File: config.mk
export PLATFORM = sky130hd
export DESIGN_NAME = udp_depacketizer
export DESIGN_NICKNAME = d
export VERILOG_FILES = /design/src/rtl/udp_depacketizer.sv
export SDC_FILE = /design/constraint.sdc
export NUM_CORES = 1
export LEC_CHECK = 0
export BUFFER_PORTS_ARGS = -buffer_cell sky130_fd_sc_hd__buf_4
export CORE_MARGIN = 3
export CORE_UTILIZATION = 55
export CTS_CLUSTER_SIZE = 8
export DETAILED_ROUTE_END_ITERATION = 10
export HOLD_SLACK_MARGIN = 0.15
export PLACE_DENSITY = 0.72
export REMOVE_ABC_BUFFERS = 1
export SYNTH_ARGS = -nofsm -noshare
export SYNTH_HDL_FRONTEND = slang
export SYNTH_SLANG_ARGS = --single-unit
File: constraint.sdc
create_clock -name clk -period 6 [get_ports clk]
set_clock_uncertainty 0.2 [all_clocks]
set_input_delay 0 -clock clk [delete_from_list [all_inputs] [get_ports clk]]
set_output_delay 0 -clock clk [all_outputs]
set_load 0.02 [all_outputs]
File: src/rtl/udp_depacketizer.sv
`default_nettype none
// ============================================================================
//  Module   : udp_depacketizer
//  Purpose  : Parses byte-wise Ethernet/IPv4/UDP frames, filters on MAC/IP/port
//             and pushes the carried 32-bit IQ samples into the TX sample FIFO.
//  Revision : 1.0 - initial release
// ============================================================================
module udp_depacketizer #(
    parameter logic [47:0] LOCAL_MAC  = 48'h021234567890,
    parameter logic [31:0] LOCAL_IP   = {8'd10, 8'd0, 8'd0, 8'd2},
    parameter logic [15:0] LOCAL_PORT = 16'd32179
) (
    input  logic        clk,
    input  logic        rst,
    input  logic [7:0]  rx_data,
    input  logic        rx_dval,
    input  logic        rx_sop,
    input  logic        rx_eop,
    input  logic        rx_err,
    output logic        wr_en,
    output logic [31:0] wr_data,
    input  logic        wr_full,
    output logic        frame_ok,
    output logic        frame_drop,
    output logic        seq_gap,
    output logic        overflow,
    output logic [63:0] last_seq,
    output logic [15:0] drop_count
);

    typedef enum logic [1:0] {
        S_IDLE    = 2'd0,
        S_HEADER  = 2'd1,
        S_PAYLOAD = 2'd2,
        S_DISCARD = 2'd3
    } state_t;

    localparam logic [5:0]  c_last_hdr_byte = 6'd49;
    localparam logic [15:0] c_seq_hdr_len   = 16'd16;

    state_t      r_state;
    logic [5:0]  r_byte_idx;
    logic        r_mac_local;
    logic        r_mac_bcast;
    logic [7:0]  r_len_hi;
    logic [15:0] r_udp_len;
    logic [63:0] r_seq_tmp;
    logic [63:0] r_expected;
    logic        r_seq_valid;
    logic [15:0] r_payload_left;
    logic [1:0]  r_k;
    logic [15:0] r_i;
    logic [7:0]  r_q_lo;

    logic [5:0]  w_idx;
    logic        w_sop;
    logic        w_eop;
    logic [7:0]  w_mac_byte;
    logic        w_mac_local;
    logic        w_mac_bcast;
    logic        w_hdr_bad;
    logic [15:0] w_udp_len;
    logic        w_pay_beat;
    logic        w_k3;
    logic [15:0] w_left_next;
    logic        w_clean;
    logic        w_drop;

    assign w_sop     = rx_dval & rx_sop;
    assign w_eop     = rx_dval & rx_eop;
    assign w_idx     = rx_sop ? 6'd0 : r_byte_idx;
    assign w_udp_len = {r_len_hi, rx_data};

    always_comb begin
        w_mac_byte = 8'h00;
        case (w_idx)
            6'd0:    w_mac_byte = LOCAL_MAC[47:40];
            6'd1:    w_mac_byte = LOCAL_MAC[39:32];
            6'd2:    w_mac_byte = LOCAL_MAC[31:24];
            6'd3:    w_mac_byte = LOCAL_MAC[23:16];
            6'd4:    w_mac_byte = LOCAL_MAC[15:8];
            6'd5:    w_mac_byte = LOCAL_MAC[7:0];
            default: w_mac_byte = 8'h00;
        endcase
    end

    // Running match flags; a start-of-frame beat restarts both comparisons.
    assign w_mac_local = (rx_sop | r_mac_local) & (rx_data == w_mac_byte);
    assign w_mac_bcast = (rx_sop | r_mac_bcast) & (rx_data == 8'hFF);

    always_comb begin
        w_hdr_bad = 1'b0;
        case (w_idx)
            6'd5:    w_hdr_bad = ~(w_mac_local | w_mac_bcast);
            6'd12:   w_hdr_bad = (rx_data != 8'h08);
            6'd13:   w_hdr_bad = (rx_data != 8'h00);
            6'd14:   w_hdr_bad = (rx_data != 8'h45);
            6'd23:   w_hdr_bad = (rx_data != 8'h11);
            6'd30:   w_hdr_bad = (rx_data != LOCAL_IP[31:24]);
            6'd31:   w_hdr_bad = (rx_data != LOCAL_IP[23:16]);
            6'd32:   w_hdr_bad = (rx_data != LOCAL_IP[15:8]);
            6'd33:   w_hdr_bad = (rx_data != LOCAL_IP[7:0]);
            6'd36:   w_hdr_bad = (rx_data != LOCAL_PORT[15:8]);
            6'd37:   w_hdr_bad = (rx_data != LOCAL_PORT[7:0]);
            6'd39:   w_hdr_bad = (w_udp_len < c_seq_hdr_len) | (w_udp_len[1:0] != 2'b00);
            default: w_hdr_bad = 1'b0;
        endcase
    end

    // Once payload_left reaches zero the remaining bytes are padding.
    assign w_pay_beat  = rx_dval & ~rx_sop & (r_state == S_PAYLOAD) & (r_payload_left != 16'd0);
    assign w_k3        = w_pay_beat & (r_k == 2'd3);
    assign w_left_next = w_pay_beat ? (r_payload_left - 16'd1) : r_payload_left;
    assign w_clean     = w_eop & ~rx_sop & ~rx_err & (r_state == S_PAYLOAD) & (w_left_next == 16'd0);
    assign w_drop      = (w_sop & (r_state != S_IDLE)) |
                         (w_eop & ~w_clean & (rx_sop | (r_state != S_IDLE)));

    always_ff @(posedge clk) begin
        if (rst) begin
            r_state        <= S_IDLE;
            r_byte_idx     <= 6'd0;
            r_mac_local    <= 1'b0;
            r_mac_bcast    <= 1'b0;
            r_len_hi       <= 8'h00;
            r_udp_len      <= 16'd0;
            r_seq_tmp      <= 64'd0;
            r_expected     <= 64'd0;
            r_seq_valid    <= 1'b0;
            r_payload_left <= 16'd0;
            r_k            <= 2'd0;
            r_i            <= 16'd0;
            r_q_lo         <= 8'h00;
            wr_en          <= 1'b0;
            wr_data        <= 32'd0;
            frame_ok       <= 1'b0;
            frame_drop     <= 1'b0;
            seq_gap        <= 1'b0;
            overflow       <= 1'b0;
            last_seq       <= 64'd0;
            drop_count     <= 16'd0;
        end else begin
            wr_en      <= 1'b0;
            frame_ok   <= 1'b0;
            seq_gap    <= 1'b0;
            overflow   <= 1'b0;
            frame_drop <= w_drop;

            if (w_drop && (drop_count != 16'hFFFF)) begin
                drop_count <= drop_count + 16'd1;
            end

            if (w_k3) begin
                if (!wr_full) begin
                    wr_en   <= 1'b1;
                    wr_data <= {r_i, rx_data, r_q_lo};
                end else begin
                    overflow <= 1'b1;
                end
            end

            if (w_clean) begin
                frame_ok    <= 1'b1;
                last_seq    <= r_seq_tmp;
                seq_gap     <= r_seq_valid && (r_seq_tmp != r_expected);
                r_expected  <= r_seq_tmp + 64'd1;
                r_seq_valid <= 1'b1;
            end

            if (rx_dval) begin
                if (rx_sop) begin
                    r_mac_local <= w_mac_local;
                    r_mac_bcast <= w_mac_bcast;
                    r_byte_idx  <= 6'd1;
                    r_state     <= rx_eop ? S_IDLE : S_HEADER;
                end else begin
                    case (r_state)
                        S_HEADER: begin
                            r_mac_local <= w_mac_local;
                            r_mac_bcast <= w_mac_bcast;
                            r_byte_idx  <= r_byte_idx + 6'd1;
                            if (w_idx == 6'd38) r_len_hi  <= rx_data;
                            if (w_idx == 6'd39) r_udp_len <= w_udp_len;
                            // Little-endian sequence: byte 42 ends up in bits 7:0.
                            if (w_idx >= 6'd42) r_seq_tmp <= {rx_data, r_seq_tmp[63:8]};
                            if (rx_eop) begin
                                r_state <= S_IDLE;
                            end else if (w_hdr_bad) begin
                                r_state <= S_DISCARD;
                            end else if (r_byte_idx == c_last_hdr_byte) begin
                                r_state        <= S_PAYLOAD;
                                r_payload_left <= r_udp_len - c_seq_hdr_len;
                                r_k            <= 2'd0;
                            end
                        end
                        S_PAYLOAD: begin
                            if (w_pay_beat) begin
                                r_payload_left <= w_left_next;
                                r_k            <= r_k + 2'd1;
                                case (r_k)
                                    2'd0:    r_i[7:0]  <= rx_data;
                                    2'd1:    r_i[15:8] <= rx_data;
                                    2'd2:    r_q_lo    <= rx_data;
                                    default: r_q_lo    <= r_q_lo;
                                endcase
                            end
                            if (rx_eop) r_state <= S_IDLE;
                        end
                        S_DISCARD: begin
                            if (rx_eop) r_state <= S_IDLE;
                        end
                        default: r_state <= S_IDLE;
                    endcase
                end
            end
        end
    end

endmodule
`default_nettype wire
**Word-level counts from Yosys, hierarchy flattened**

Index checks and enable logic that the tools add are counted.

- Equality and inequality tests: 41
- Reductions and logical operators: 25
- Mux-type cells: 30
- Bitwise operators: 27
- $lt $le $gt $ge: 2
- $add $sub $neg: 6

Operators by type and width:

| cell | count |
|---|---|
| 16-bit 2-to-1 mux | 5 |
| 64-bit by 1-bit adder with 64-bit output, second input constant | 1 |
| 64-bit inequality test | 1 |
| 8-bit one-hot mux with 6 select lines | 1 |
| 6-bit == test, second input constant | 7 |
| 16-bit one-hot mux with 2 select lines | 1 |
| 6-bit by 4-bit == test with 1-bit output, second input constant | 3 |
| 6-bit by 5-bit == test with 1-bit output, second input constant | 3 |
| 2-bit 2-to-1 mux | 9 |
| 6-bit 2-to-1 mux | 3 |
| 16-bit by 1-bit adder with 16-bit output, second input constant | 1 |
| 16-bit zero test | 1 |
| 16-bit by 5-bit < comparator with 1-bit output, second input constant | 1 |
| 16-bit inequality test, second input constant | 1 |
| 8-bit by 4-bit inequality test with 1-bit output, second input constant | 2 |
| 8-bit by 7-bit inequality test with 1-bit output, second input constant | 2 |
| 16-bit nonzero test | 1 |
| 16-bit by 1-bit subtractor with 16-bit output, second input constant | 1 |
| 16-bit by 5-bit subtractor with 16-bit output, second input constant | 1 |
| 1-bit bitwise AND | 15 |
| 5-bit AND reduction | 3 |
| 6-bit by 2-bit == test with 1-bit output, second input constant | 2 |
| 6-bit by 3-bit == test with 1-bit output, second input constant | 2 |
| 4-bit AND reduction | 3 |
| other kinds (29) | 61 |

- Logic and storage cells: 153
- Output and inout bits: 117
- Register bits after elaboration: 322
- Bits of input ports: 15

**Logic depth before layout (Yosys ltp)**

- Depth in word-level cells: 12
- Gate-level depth with buffers: 14
- Depth with buffers taken out: 11

**Least setup slack after synthesis**

No wires, ideal clock.

- Kind: reg2reg
- Start point: reg r_payload_left[2]
- End point: reg drop_count[14]
- Slack: 2.830 ns
- Data required time: 5.677 ns
- Path buffers: 2
- Stages on the path, launching flop included: 12
- Arrival: 2.847 ns
- Library setup time: 0.123 ns
- Clock period less this slack: 3.170 ns
- Cell sequence: dfxtp_1 -> buf_2 -> or4_4 -> nor4_4 -> or2b_1 -> o32a_1 -> nand2b_4 -> nor2_8 -> o221a_4 -> buf_4 -> nor4_2 -> mux2_1

- Longest elaborated chain between the ends: 10
- Elaborated cells on any way between the ends: 11
- Classes of those cells: add/sub (1); mux (1); bitwise (6); reduce/logical (3)

Ends and longest elaborated chain:

| element | RTL line | text |
|---|---|---|
| start, declared | 50 | `logic [15:0] r_payload_left;` |
| start signal, assigned | 191 | `r_payload_left <= r_udp_len - c_seq_hdr_len;` |
| start signal, assigned | 197 | `r_payload_left <= w_left_next;` |
| parallel branches: the longest is 2 deep, another holds 16-bit by 1-bit subtractor with 16-bit output | - |  |
| 16-bit 2-to-1 mux * | 113 | `assign w_left_next = w_pay_beat ? (r_payload_left - 16'd1) : r_payload_left;` |
| 16-bit zero test * | 114 | `assign w_clean = w_eop & ~rx_sop & ~rx_err & (r_state == S_PAYLOAD) & (w_left_next == 16'd0);` |
| 1-bit bitwise AND * | 114 |  |
| 1-bit NOT (no line) * | - |  |
| 1-bit bitwise AND * (2 in a row) | 116 | `(w_eop & ~w_clean & (rx_sop \| (r_state != S_IDLE)));` |
| 1-bit OR * | 115 | `assign w_drop = (w_sop & (r_state != S_IDLE)) \|` |
| 1-bit logical AND * | 148 | `if (w_drop && (drop_count != 16'hFFFF)) begin` |
| end signal, assigned | 149 | `drop_count <= drop_count + 16'd1;` |
| end, declared | 28 | `output logic [15:0] drop_count` |

Mark *: on every way between the ends.
A chain may end at the register's enable or synchronous reset.

**Worst setup path after layout**

- Start point: reg r_payload_left[0]
- End point: reg last_seq[8]

- Longest elaborated chain between the ends: 5
- Elaborated cells on any way between the ends: 6
- Classes of those cells: add/sub (1); mux (1); bitwise (2); reduce/logical (2)

Ends and longest elaborated chain:

| element | RTL line | text |
|---|---|---|
| parallel branches: the longest is 2 deep, another holds 16-bit by 1-bit subtractor with 16-bit output | - |  |
| 16-bit 2-to-1 mux * | 113 |  |
| 16-bit zero test * | 114 |  |
| 1-bit bitwise AND * | 114 |  |
| end signal, assigned | 163 | `last_seq <= r_seq_tmp;` |
| end, declared | 27 | `output logic [63:0] last_seq,` |

Marked as above.

==> summary.md <==
| Metric | Value |
|---|---|
| FF-to-FF Start | r_payload_left[0] |
| Combinational Power Share | ~2.2% |
| FF-to-FF setup slack | 1.70 ns |
| I/O pin total | roughly 130 |
| Setup slack at placement | 1.738 ns |
| Die Ht | between 150 and 200 µm |
| Worst slew pin tran | roughly 1 ns |
| Most frequent cells in the layout | nand2_1 (594), dfxtp_1 (322), a21oi_1 (301), buf_4 (142), xnor2_1 (119) |
| Startpoint Class | flip-flop |
| Total vias in the final route | ~14000 |
| Final setup fails | 0 |
| Crit. path cell count | 11 |
| EDFF count, synth | 0 |
| Synth top area share | 42.99% |
| Cell-internal power | 3.545 mW |
| Placed Area | 15870 µm² |
| Die W | ~170 µm |
| Reg clk slew, reported paths | 0.05 ns |
| Worst EP required | 6.25 ns |
| Count of input and output buffers | roughly 130 |
| Share of cells above drive strength 1 | about a tenth |
| Crit path max fanout | 70 |
| #FFs+latches synth | between 300 and 400 |
| Crit-path cells | inv_1 > ha_1 > or3b_2 > nor4_4 > or2b_1 > a32oi_1 > nand4bb_4 > nor2_8 > buf_4 > nand2_1 > a21oi_1 |
| Run status | finished, final reports clean |
| Final number of max-transition violations | 0 |
| Final Worst Setup Slack | 1.699 ns |
| Core area | roughly 26000 µm² |
| Number of fillers in the final layout | 2324 |
| Avg Cell Area, Syn | 7.460 µm² |
| Global-route wire length before repair | 64900 µm |
| Setup TNS | 0 ns |
| Post-CTS Setup Inserts | 0 |
| Yosys top cell by area | dfxtp_1 |
| Mapped Cells | 2010 |
| Finished Layout Cells | 2390 |
| Post-Route WL | between 30000 and 40000 µm |
| Final Hold Viols | 0 |
| Initial antenna violation count | 0 |
| Power Dens Cells | 261.0 nW/µm² |
| Hold Crit Start | rx_data[0] |
| Leak | 5.889 nW |
| Row count | 59 |
| Placed cell count | roughly 2300 |
| Async S/R FF share, synth | 0% |
| TritonCTS Buffers | 46 |
| CTS max path bufs | 3 |
| Worst stage delay on the critical path | 0.71 ns |
| Synth Warn # | 0 |
| TritonCTS clock tree | done |
| CTS Root Cell | clkbuf_16 |
| Slew headroom | about a third |
| Unique masters post-synth | 66 |
| Ant. Diodes | 0 |
| DRC Markers | 0 |
| Antenna-violating nets left | 0 |
| Vias in the first global route | approximately 13000 |
| Grt total ovfl | 0 |
| WS Path Type | flip-flop to flip-flop |
| Seq/Total Area, Yosys | ~43% |
| Sw frac | between 20 and 25% |
| Iteration-0 DRC Markers | 1039 |
| CP arrival | 4.55 ns |
| H-tree depth | 2 |
| Max-cap viol count | 0 |
| Sequential share of power | 47.6% |
| CP Capture Type | flip-flop |
| Most common cell after layout, fill and taps aside | nand2_1 |
| Cell family with most CP delay | simple AND/OR/NAND/NOR gates |
| FF-to-FF path depth | 11 |
| Main area contributors after synthesis | dfxtp_1 (43%), nand2_1 (15%), a21oi_1 (10%) |
| Top_reg_cell synth | dfxtp_1 |
| Worst hold path type | input pin to flip-flop |
| CP max stage cell | buf_4 |
| Hold Path Depth | 4 |
| Full die area | 29280 µm² |
| Worst Hold End | wr_data[8] |
| Psw | around 0.97 mW |
| WL/cell | 16.67 µm |
| Unrepaired setup endpoints after global routing | no |
| Clk sinks | 322 |
| Total power | 4.512 mW |
| Vias per cell | 5.695 |
| Syn Std Cell Area | 14990 µm² |
| Design Area, Final | 17280 µm² |
| Hold-fix buffers, CTS | 20 |
| Top achievable clock speed | 232.5 MHz |
| TritonRoute pass-1 iters | 5 |
| VDD IR max | 0.1890 mV |
| Fin crit period | 4.301 ns |
| CTS-repair resized insts | 0 |
| Tot GR Track Use | 26.65% |
| Post-DP HPWL | roughly 25000 µm |
| Area growth syn-to-layout | 15.27% |
| Ratio of final minimum period to clock period | 71.69% |
| Crit path buffers/inverters | 2 |
| Largest net degree at the start of global routing | around 160 |
| Final net count | a little over 2000 |
| GP Congestion | 0.8831 |
| Clock Latency Late Sink | 0.53 ns |
| Initial Utilization | between 50% and 60% |
| Reg2Reg Capture Point | last_seq[8] |
| Clk pwr share | 50.1% |
-- worst max path at each step --
stage                            startpoint            to  slack (ns)
final                     r_payload_left[0]   last_seq[8]        1.70
after global routing      r_payload_left[0]  last_seq[36]        1.35
after CTS                 r_payload_left[0]  last_seq[34]        1.69
after detailed placement  r_payload_left[0]  last_seq[28]        1.74
after global placement    r_payload_left[0]   last_seq[3]        1.84
after floorplan                  r_state[0]  r_seq_tmp[0]        1.33
-- worst min-delay path, stage by stage --
cell and delay, ns:
dlygate4sd3_1 0.53, buf_4 0.20, nand2_1 0.07, a21oi_1 0.05
-- area by class of cell --
cell class | count | area [µm²] | area share [%]
inverter | 21 | 78.83 | 0.4561
multi-input combinational | 1498 | 7821 | 45.25
clock buffer | 47 | 1176 | 6.805
tap | 335 | 419.2 | 2.425
clock inverter | 3 | 41.29 | 0.2389
sequential | 322 | 6446 | 37.30
timing repair buffer | 164 | 1301 | 7.529
-- power by group through the flow --
stage,clock network (mW),registers [mW],logic [mW]
final,2.26,2.15,0.101
after global routing,2.38,2.15,0.108
after CTS,2.30,2.15,0.0999
after detailed placement,0,2.19,0.0919
after global placement,0,2.19,0.0917
after floorplan,0,2.19,0.0225
-- through the flow --
step / util, % / hold WS [ns]
floorplan: - / -0.1309
global placement: 60.04 / 0.09776
detailed placement: 60.04 / 0.1052
CTS: 65.40 / 0.1644
global route: 65.40 / 0.1984
finish: 65.40 / 0.1819
-- cells in the mapped netlist (5+ instances only) --
cell type and count:
nand2_1 594, dfxtp_1 322, a21oi_1 301, clkbuf_1 140
xnor2_1 119, nor2_1 100, nand3_1 68, nand4_1 39
nor3_1 30, xor2_1 29, o21ai_0 27, inv_1 21
nor4_1 21, buf_2 15, a22oi_1 12, or4_1 12
buf_1 11, ha_1 11, and3_1 10, or3_1 10
nand2b_1 9, nor2b_1 9, and4_1 8, o22ai_1 8
o31ai_1 8, a31oi_1 7, or2_2 5
-- per-layer routing --
layer  GRT usage (%)  up-vias  share of wire (%)
met3           5.152       71                6.4
met2           44.25      395                 47
met5               0        -                  0
met4           8.537        0                2.5
met1           35.18     6362                 44
li1                -     6783                  -
-- kinds of logic (layout without fill, tap and decap cells) --
group                    count (synthesis)  in the layout  synth area share (%)
buffers and inverters                  190            235                 4.940
AO/OA/AOI/OAI                          395            395                 14.44
multiplexers                             6              6                0.4422
XOR/XNOR                               148            148                 8.645
AND/OR/NAND/NOR                        938            938                 27.62
adder cells (fa/ha/maj)                 11             11                0.9179
flip-flops                             322            322                 42.99
-- state kept, by name, summed over array words and instances, names as in the netlist, 2 cells and up --
signal          count
drop_count         16
r_expected         64
r_q_lo              8
last_seq           64
r_i                16
r_k                 2
r_payload_left     16
r_byte_idx          6
r_len_hi            8
r_udp_len          16
wr_data            32
r_seq_tmp          64
r_state             2
Note: power is estimated with default switching activity, not from simulation.
